File: src/rtl/disp_pkg.sv
// Shared constants for the multiplexed 7-segment display scanner.
// Segment patterns are active-low in {g,f,e,d,c,b,a} order.
package disp_pkg;

    localparam int PRESC_DEF = 50000;

    localparam logic [6:0] SEG_0    = 7'b1000000;
    localparam logic [6:0] SEG_1    = 7'b1111001;
    localparam logic [6:0] SEG_2    = 7'b0100100;
    localparam logic [6:0] SEG_3    = 7'b0110000;
    localparam logic [6:0] SEG_4    = 7'b0011001;
    localparam logic [6:0] SEG_5    = 7'b0010010;
    localparam logic [6:0] SEG_6    = 7'b0000010;
    localparam logic [6:0] SEG_7    = 7'b1111000;
    localparam logic [6:0] SEG_8    = 7'b0000000;
    localparam logic [6:0] SEG_9    = 7'b0010000;
    localparam logic [6:0] SEG_DASH = 7'b0111111;
    localparam logic [6:0] SEG_OFF  = 7'h7F;

endpackage

File: src/rtl/bcd7seg.sv
// Combinational BCD to active-low 7-segment decoder.
// Codes 10..15 render as a single dash.
module bcd7seg
    import disp_pkg::*;
(
    input  logic [3:0] bcd,
    output logic [6:0] seg
);

    always_comb begin
        seg = SEG_DASH;
        case (bcd)
            4'd0:    seg = SEG_0;
            4'd1:    seg = SEG_1;
            4'd2:    seg = SEG_2;
            4'd3:    seg = SEG_3;
            4'd4:    seg = SEG_4;
            4'd5:    seg = SEG_5;
            4'd6:    seg = SEG_6;
            4'd7:    seg = SEG_7;
            4'd8:    seg = SEG_8;
            4'd9:    seg = SEG_9;
            default: seg = SEG_DASH;
        endcase
    end

endmodule

File: src/rtl/bcd_disp_scan.sv
// Multiplexed common-anode display scanner with per-frame snapshot
// and leading-zero blanking.
module bcd_disp_scan
    import disp_pkg::*;
#(
    parameter int N_DIG = 4,
    parameter int PRESC = PRESC_DEF
) (
    input  logic               clk,
    input  logic               Rn,
    input  logic               ce,
    input  logic [4*N_DIG-1:0] dat,
    input  logic [N_DIG-1:0]   dp,
    input  logic               blank_lz,
    output logic [N_DIG-1:0]   AN,
    output logic [6:0]         SEG,
    output logic               DP,
    output logic               tick
);

    localparam int CW = $clog2(PRESC);
    localparam int IW = $clog2(N_DIG);
    localparam logic [CW-1:0] CNT_LAST = CW'(PRESC - 1);
    localparam logic [IW-1:0] IDX_LAST = IW'(N_DIG - 1);

    logic [CW-1:0]      cnt_q, cnt_d;
    logic [IW-1:0]      idx_q, idx_d;
    logic [4*N_DIG-1:0] snap_dat_q, snap_dat_d;
    logic [N_DIG-1:0]   snap_dp_q, snap_dp_d;
    logic [N_DIG-1:0]   an_q, an_d;
    logic [6:0]         seg_q, seg_d;
    logic               dp_q, dp_d;

    logic [3:0]         digit;
    logic [6:0]         seg_dec;
    logic [N_DIG-1:0]   zero_from;
    logic               blank;

    assign digit = snap_dat_q[{idx_q, 2'b00} +: 4];

    bcd7seg u_dec (
        .bcd (digit),
        .seg (seg_dec)
    );

    // zero_from[i]: every snapshot digit from i upward is zero
    always_comb begin
        zero_from = '0;
        for (int i = 0; i < N_DIG; i++) begin
            zero_from[i] = ~|(snap_dat_q >> (4 * i));
        end
    end

    assign blank = blank_lz && (idx_q != '0) && zero_from[idx_q];
    assign tick  = ce && (cnt_q == CNT_LAST);

    always_comb begin
        cnt_d      = cnt_q;
        idx_d      = idx_q;
        snap_dat_d = snap_dat_q;
        snap_dp_d  = snap_dp_q;
        an_d       = an_q;
        seg_d      = seg_q;
        dp_d       = dp_q;
        if (ce) begin
            cnt_d = tick ? '0 : cnt_q + 1'b1;
            an_d  = ~(N_DIG'(1) << idx_q);
            seg_d = blank ? SEG_OFF : seg_dec;
            dp_d  = ~snap_dp_q[idx_q];
        end
        if (tick) begin
            idx_d = (idx_q == IDX_LAST) ? '0 : idx_q + 1'b1;
            if (idx_q == IDX_LAST) begin
                snap_dat_d = dat;
                snap_dp_d  = dp;
            end
        end
    end

    always_ff @(posedge clk or negedge Rn) begin
        if (!Rn) begin
            cnt_q      <= '0;
            idx_q      <= '0;
            snap_dat_q <= '0;
            snap_dp_q  <= '0;
            an_q       <= '1;
            seg_q      <= SEG_OFF;
            dp_q       <= 1'b1;
        end else begin
            cnt_q      <= cnt_d;
            idx_q      <= idx_d;
            snap_dat_q <= snap_dat_d;
            snap_dp_q  <= snap_dp_d;
            an_q       <= an_d;
            seg_q      <= seg_d;
            dp_q       <= dp_d;
        end
    end

    assign AN  = an_q;
    assign SEG = seg_q;
    assign DP  = dp_q;

endmodule
File: config.mk
export PLATFORM = sky130hd
export DESIGN_NAME = bcd_disp_scan
export DESIGN_NICKNAME = d
export VERILOG_FILES = /design/src/rtl/disp_pkg.sv /design/src/rtl/bcd7seg.sv /design/src/rtl/bcd_disp_scan.sv
export SDC_FILE = /design/constraint.sdc
export NUM_CORES = 1
export LEC_CHECK = 0
export CORE_ASPECT_RATIO = 2
export CORE_MARGIN = 2
export CORE_UTILIZATION = 45
export CTS_CLUSTER_SIZE = 25
export DETAILED_ROUTE_END_ITERATION = 7
export HOLD_SLACK_MARGIN = 0.12
export PLACE_DENSITY = 0.75
export SKIP_CTS_REPAIR_TIMING = 1
export SLEW_MARGIN = 20
export SYNTH_ARGS = -nofsm -noshare
export SYNTH_HDL_FRONTEND = slang
export SYNTH_SLANG_ARGS = --single-unit
File: constraint.sdc
create_clock -name clk -period 2.68 [get_ports clk]
set_clock_uncertainty 0.15 [all_clocks]
set_input_delay 0.536 -clock clk [delete_from_list [all_inputs] [get_ports clk]]
set_output_delay 0.536 -clock clk [all_outputs]
set_load 0.01 [all_outputs]
== After elaboration in Yosys (flattened, before gate mapping) ==
Memories as Yosys holds them, arrays and structs flattened.
Cells that the tools add are included.

* Flip-flop bits (word level): 50
* Bits in read-only memories: 112
* Input bits: 24
* Output and inout port bits: 13
* Logic and storage cells: 37
* Memories kept: 1

{| class="wikitable"
|+ Memories
! memory !! words !! width !! read ports !! clocked after memory_dff !! write ports !! RTL line !! text
|-
| (name not given) || 16 || 7 || 1 || 0 || 0 || bcd7seg.sv:12 || <nowiki>case (bcd)</nowiki>
|}

* Add/sub/neg operators: 2
* Order comparisons: 1
* Equality and inequality tests: 2
* Shift-type cells: 2
* Multiplexer cells: 7
* Bitwise operators: 2
* Reductions and logical operators: 13

{| class="wikitable"
|+ Operator list
! cell !! count
|-
| $add 16x1->16 const B || 1
|-
| $eq 16x16->1 const B || 1
|-
| $mux 16 || 1
|-
| $reduce_or 16->1 || 1
|-
| $shiftx 16x5->4 || 1
|-
| $reduce_or 12->1 || 1
|-
| $reduce_or 8->1 || 1
|-
| $mux 7 || 1
|-
| $bmux 1 s2 || 2
|-
| $logic_not 1->1 || 4
|-
| $not 4->4 || 1
|-
| $reduce_or 4->1 || 1
|-
| $shl 1x2->4 const A || 1
|-
| $logic_and 1x1->1 || 3
|-
| $lt 2x3->1 const B || 1
|-
| $add 2x1->2 const B || 1
|-
| $eq 2x2->1 const B || 1
|-
| $mux 1 || 2
|-
| $mux 2 || 1
|-
| $reduce_and 2->1 || 1
|-
| $reduce_bool 2->1 || 1
|-
| $not 1->1 || 1
|}

== Depth between registers and ports, before layout ==
* Depth after elaboration: 6
* Gate-level depth with buffers: 8

== Modules after synthesis ==
From an unflattened synthesis, not the netlist that was laid out.

* Cells, all modules: 214
* Area total of the unflattened synthesis: 2631.3 um2

{| class="wikitable"
|+ Modules (own cells, without submodules)
! module !! times used !! cells each !! area an instance (um2) !! sequential area each (um2)
|-
| bcd_disp_scan || 1 || 183 || 2391.0 || 1266.2
|-
| bcd7seg || 1 || 31 || 240.2 || 0.0
|}

== Worst setup path before layout ==
Ideal clock, no wire load.

* Path type: register to register
* From: reg idx_q[0]
* To: reg seg_q[3] (netlist: SEG[3])
* Data arrival time: 1.837 ns
* Slack: 0.632 ns
* Stages on the path, launching flop included: 8
* Buffers on the path: 1
* Clock period less this slack: 2.048 ns
* Path through: dfrtp_1 buf_6 mux4_1 inv_1 ha_1 and2_1 nor3_1 o22a_1

* Word-level cells in the longest chain between the ends: 4
* Elaborated cells on any way between the ends: 8
* Those cells by class: shift (1); mux (3); reduce/logical (3); memory (1)

{| class="wikitable"
|+ Ends and longest elaborated chain
! element !! RTL line !! text
|-
| start: declaration || bcd_disp_scan.sv:27 || <nowiki>logic [IW-1:0] idx_q, idx_d;</nowiki>
|-
| start signal: assignment || bcd_disp_scan.sv:91 || <nowiki>idx_q <= idx_d;</nowiki>
|-
| parallel branches: the longest is 3 deep, another holds $mem_v2 16x7 || - ||
|-
| $mux 7 (*) || bcd_disp_scan.sv:68 || <nowiki>seg_d = blank ? SEG_OFF : seg_dec;</nowiki>
|-
| end signal: assignment || bcd_disp_scan.sv:95 || <nowiki>seg_q <= seg_d;</nowiki>
|-
| end: declaration || bcd_disp_scan.sv:31 || <nowiki>logic [6:0] seg_q, seg_d;</nowiki>
|}

Every way passes the cells marked *. The select of a mux whose other input is x is not followed.
A chain may end at the register's enable or synchronous reset.

== Final worst setup path ==
Same ends and word-level chain as after synthesis.

==> impl_metrics.env <==
export IMPL_critPathKind="register to register"
export IMPL_synth_fa_ha_area_share_pct=4.824
export IMPL_r2r_start="idx_q[0]"
export IMPL_cts_sinks=50
export IMPL_cap_viol_max_count=0
export IMPL_antennaDiodeCount=0
export IMPL_vias=1689
export IMPL_final_cells=307
export IMPL_antenna_found_initial=0
export IMPL_fin_nets=279
export IMPL_rsz0062_at_grt="false"
export IMPL_vdd_drop_max_mv=0.5560
export IMPL_cts_tree="done"
export IMPL_ys_ff_latch=50
export IMPL_track_usage_pct=16.75
export IMPL_regArea_um2=1266
export IMPL_grt_pass1_wl_um=8245
export IMPL_relSlewSlack_pct=58.05
export IMPL_hold_path_class="primary input to async pin"
export IMPL_final_util_pct=56.03
export IMPL_synthXorXnorAreaFrac_pct=3.714
export IMPL_fin_crit_ps=2352
export IMPL_syn_to_final_growth_pct=22.29
export IMPL_cts_root_buf="clkbuf_16"
export IMPL_critPathCapture="SEG[3]"
export IMPL_wl_per_cell_um=16.13
export IMPL_critPathLaunch="idx_q[0]"
export IMPL_fillers=479
export IMPL_grt_max_degree=51
export IMPL_drc=0
export IMPL_fmax_mhz=425.2
export IMPL_core_area_um2=5660
export IMPL_max_slew_worst_pin_slew_ps=629.2
export IMPL_post_route_period_util_pct=87.75
export IMPL_r2r_setup_slack_ps=330
export IMPL_vias_per_cell=5.502
export IMPL_placement_io_buffers=36
export IMPL_first_iter_violations=41
export IMPL_crit_path_max_fanout=11
export IMPL_yosysSeqAreaShare_pct=48.82
export IMPL_multi_input_area_um2=1210
export IMPL_clockBufferDepth=2
export IMPL_drt_pass1_iter_count=4
export IMPL_synth_mux_area_share_pct=20.31
export IMPL_hpwlAfterDp_um=3554
export IMPL_synth_fp_nets=239
export IMPL_synth_area_leader_cell="dfrtp_1"
export IMPL_slew_viol_final=0
export IMPL_synth_cell_types=40
export IMPL_p_per_area_nw_per_um2=546.1
export IMPL_htreeDepth=2
export IMPL_fp_row_count=39
export IMPL_grt_pass1_vias=1723
export IMPL_critPathArrivalTime_ps=2430
export IMPL_yosys_warnings=0
export IMPL_drive_gt1_share_pct=22.36
export IMPL_cp_start_kind="register"
export IMPL_p_leak_uw=0.001519
export IMPL_netlist_area_um2=2594
export IMPL_synth_top_family_by_area="multiplexers"
export IMPL_synth_compound_area_share_pct=5.740
export IMPL_start_util_pct=45.82
export IMPL_grt_overflow=0
export IMPL_synth_top_area_share_pct=36.66
export IMPL_fp_dieW_um=57.69
export IMPL_cts_buffers=5
export IMPL_cts_clk_slew_worst_paths_ps=70
export IMPL_gp_congestion=0.8201
export IMPL_syn_inst=205
export IMPL_dp_cells=299
export IMPL_yosys_area_share_simple_pct=12.01
export IMPL_cp_required_ps=2760
export IMPL_r2r_end="SEG[3]"
export IMPL_worstSetupEndpointType="register"
export IMPL_ioPinCount=37
export IMPL_hold_viol=0
export IMPL_setup_viol=0
export IMPL_avgSynthCellArea_um2=12.65
export IMPL_drt_total_wl_um=4953
export IMPL_status="finished clean"
export IMPL_clk_latency_ps=290
export IMPL_antenna_left=0
export IMPL_synth_area_leaders="dfrtp_1 37%, dfstp_2 12%, mux2_4 12%, ha_1 4.8%, mux2i_1 3.1%"
export IMPL_die_y_um=111.4
export IMPL_rr_worst_depth=6
export IMPL_die_area_um2=6424
-- cell usage in the layout (no fill, tap or decap), drive strengths merged, types with 2 or more instances in the layout --
cell type       n
dfrtp          38
clkdlybuf4s50  34
mux2           22
inv            14
nor2           13
dfstp          12
ha             10
nand2           8
mux2i           8
nand3           7
xnor2           7
o22a            7
nor4            7
buf             7
clkbuf          6
nor3            5
mux4            5
xor2            4
nand4           3
and3            3
a21oi           3
o21ai           3
nor4bb          2
o22ai           2
nor2b           2
and4            2
and2            2
-- synthesized netlist by cell type --
| master | count |
|---|---|
| ha_1 | 10 |
| nor4_2 | 1 |
| nor4b_1 | 1 |
| dfrtp_1 | 38 |
| nand2_1 | 8 |
| o22a_1 | 7 |
| xor2_1 | 4 |
| buf_6 | 4 |
| inv_1 | 14 |
| nor4bb_1 | 2 |
| nand2b_1 | 1 |
| nand4_1 | 3 |
| o311ai_2 | 1 |
| o21ba_2 | 1 |
| mux4_2 | 2 |
| o31ai_1 | 1 |
| clkbuf_1 | 3 |
| mux2i_1 | 8 |
| and2_0 | 1 |
| mux2_2 | 1 |
| a21o_1 | 1 |
| and4_1 | 2 |
| and3_1 | 3 |
| dfstp_2 | 12 |
| nor2b_1 | 2 |
| mux4_1 | 3 |
| o21ai_0 | 2 |
| nor2_1 | 13 |
| nand3_1 | 7 |
| and2_1 | 1 |
| buf_2 | 2 |
| nor4_1 | 6 |
| mux2_1 | 1 |
| nand3b_1 | 1 |
| mux2_4 | 20 |
| xnor2_1 | 7 |
| o21ai_2 | 1 |
| a21oi_1 | 3 |
| nor3_1 | 5 |
| o22ai_1 | 2 |
-- worst min path at each step --
| stage | from | end | slack, ps | cells past startpoint |
|---|---|---|---|---|
| 6_report | Rn | snap_dp_q[2] | 190 | 2 |
| 5_1_grt | Rn | cnt_q[14] | 250 | 2 |
| 4_1_cts | Rn | cnt_q[14] | 210 | 2 |
| 3_5_place_dp | AN[0] | AN[0] | 310 | 2 |
| 3_3_place_gp | AN[0] | AN[0] | 310 | 2 |
| 2_1_floorplan | Rn | cnt_q[0] | 90 | 0 |
-- area by class of cell --
class                      instances  area share, %
tap                               61          2.406
timing repair buffer              42          13.10
multi-input combinational        132          38.15
clock buffer                       6          4.379
clock inverter                     2         0.3945
sequential                        50          39.92
inverter                          14          1.657
-- power breakdown --
group / switching, uW / internal (uW) / leakage, uW
registers: 74.1 / 818 / 0.000626
clock network: 276 / 370 / 0.0000729
logic: 84.4 / 110 / 0.000820
total: 434 / 1300 / 0.00152
-- stage by stage --
stage | setup TNS [ps] | hold slack, ps | instance area (um^2) | power [uW] | setup WS, ps
after global routing | 0 | 251.6 | 3172 | 1814 | 126.4
after detailed placement | -24.28 | 314.4 | 3017 | 1103 | -24.28
after global placement | -16.07 | 309.4 | 3017 | 1091 | -16.07
final | 0 | 190.5 | 3172 | 1732 | 328.3
after floorplan | 0 | 90.41 | 2594 | 995.3 | 632.3
after CTS | -36.43 | 211.7 | 3168 | 1762 | -36.43
-- cells by family (layout without fill, tap and decap cells) --
logic type / count (synthesis) / count (layout)
flip-flops: 50 / 50
multiplexers: 35 / 35
adder cells (fa/ha/maj): 10 / 10
AND/OR/NAND/NOR: 57 / 57
AO/OA/AOI/OAI: 19 / 19
buffers and inverters: 23 / 64
XOR/XNOR: 11 / 11
-- flip-flops by register name (all words and copies together), names as in the netlist --
signal      flops
AN              4
DP              1
SEG             7
cnt_q          16
idx_q           2
snap_dat_q     16
snap_dp_q       4
-- worst max-delay path, cell delays in order, from the launching register on --
cell     delay [ps]
dfrtp_1         630
mux4_1          690
inv_1           130
ha_1            240
and2_1          150
nor3_1          150
o22a_1          150
-- metal layers --
metal  vias up  track usage (%)  wire length, um
li1        807                -                -
met1       840            17.71             1883
met2        32            30.76             2805
met3        10            3.600              157
met4         0            6.822              107
met5         -                0                0
Note: power is estimated with default switching activity, not from simulation.
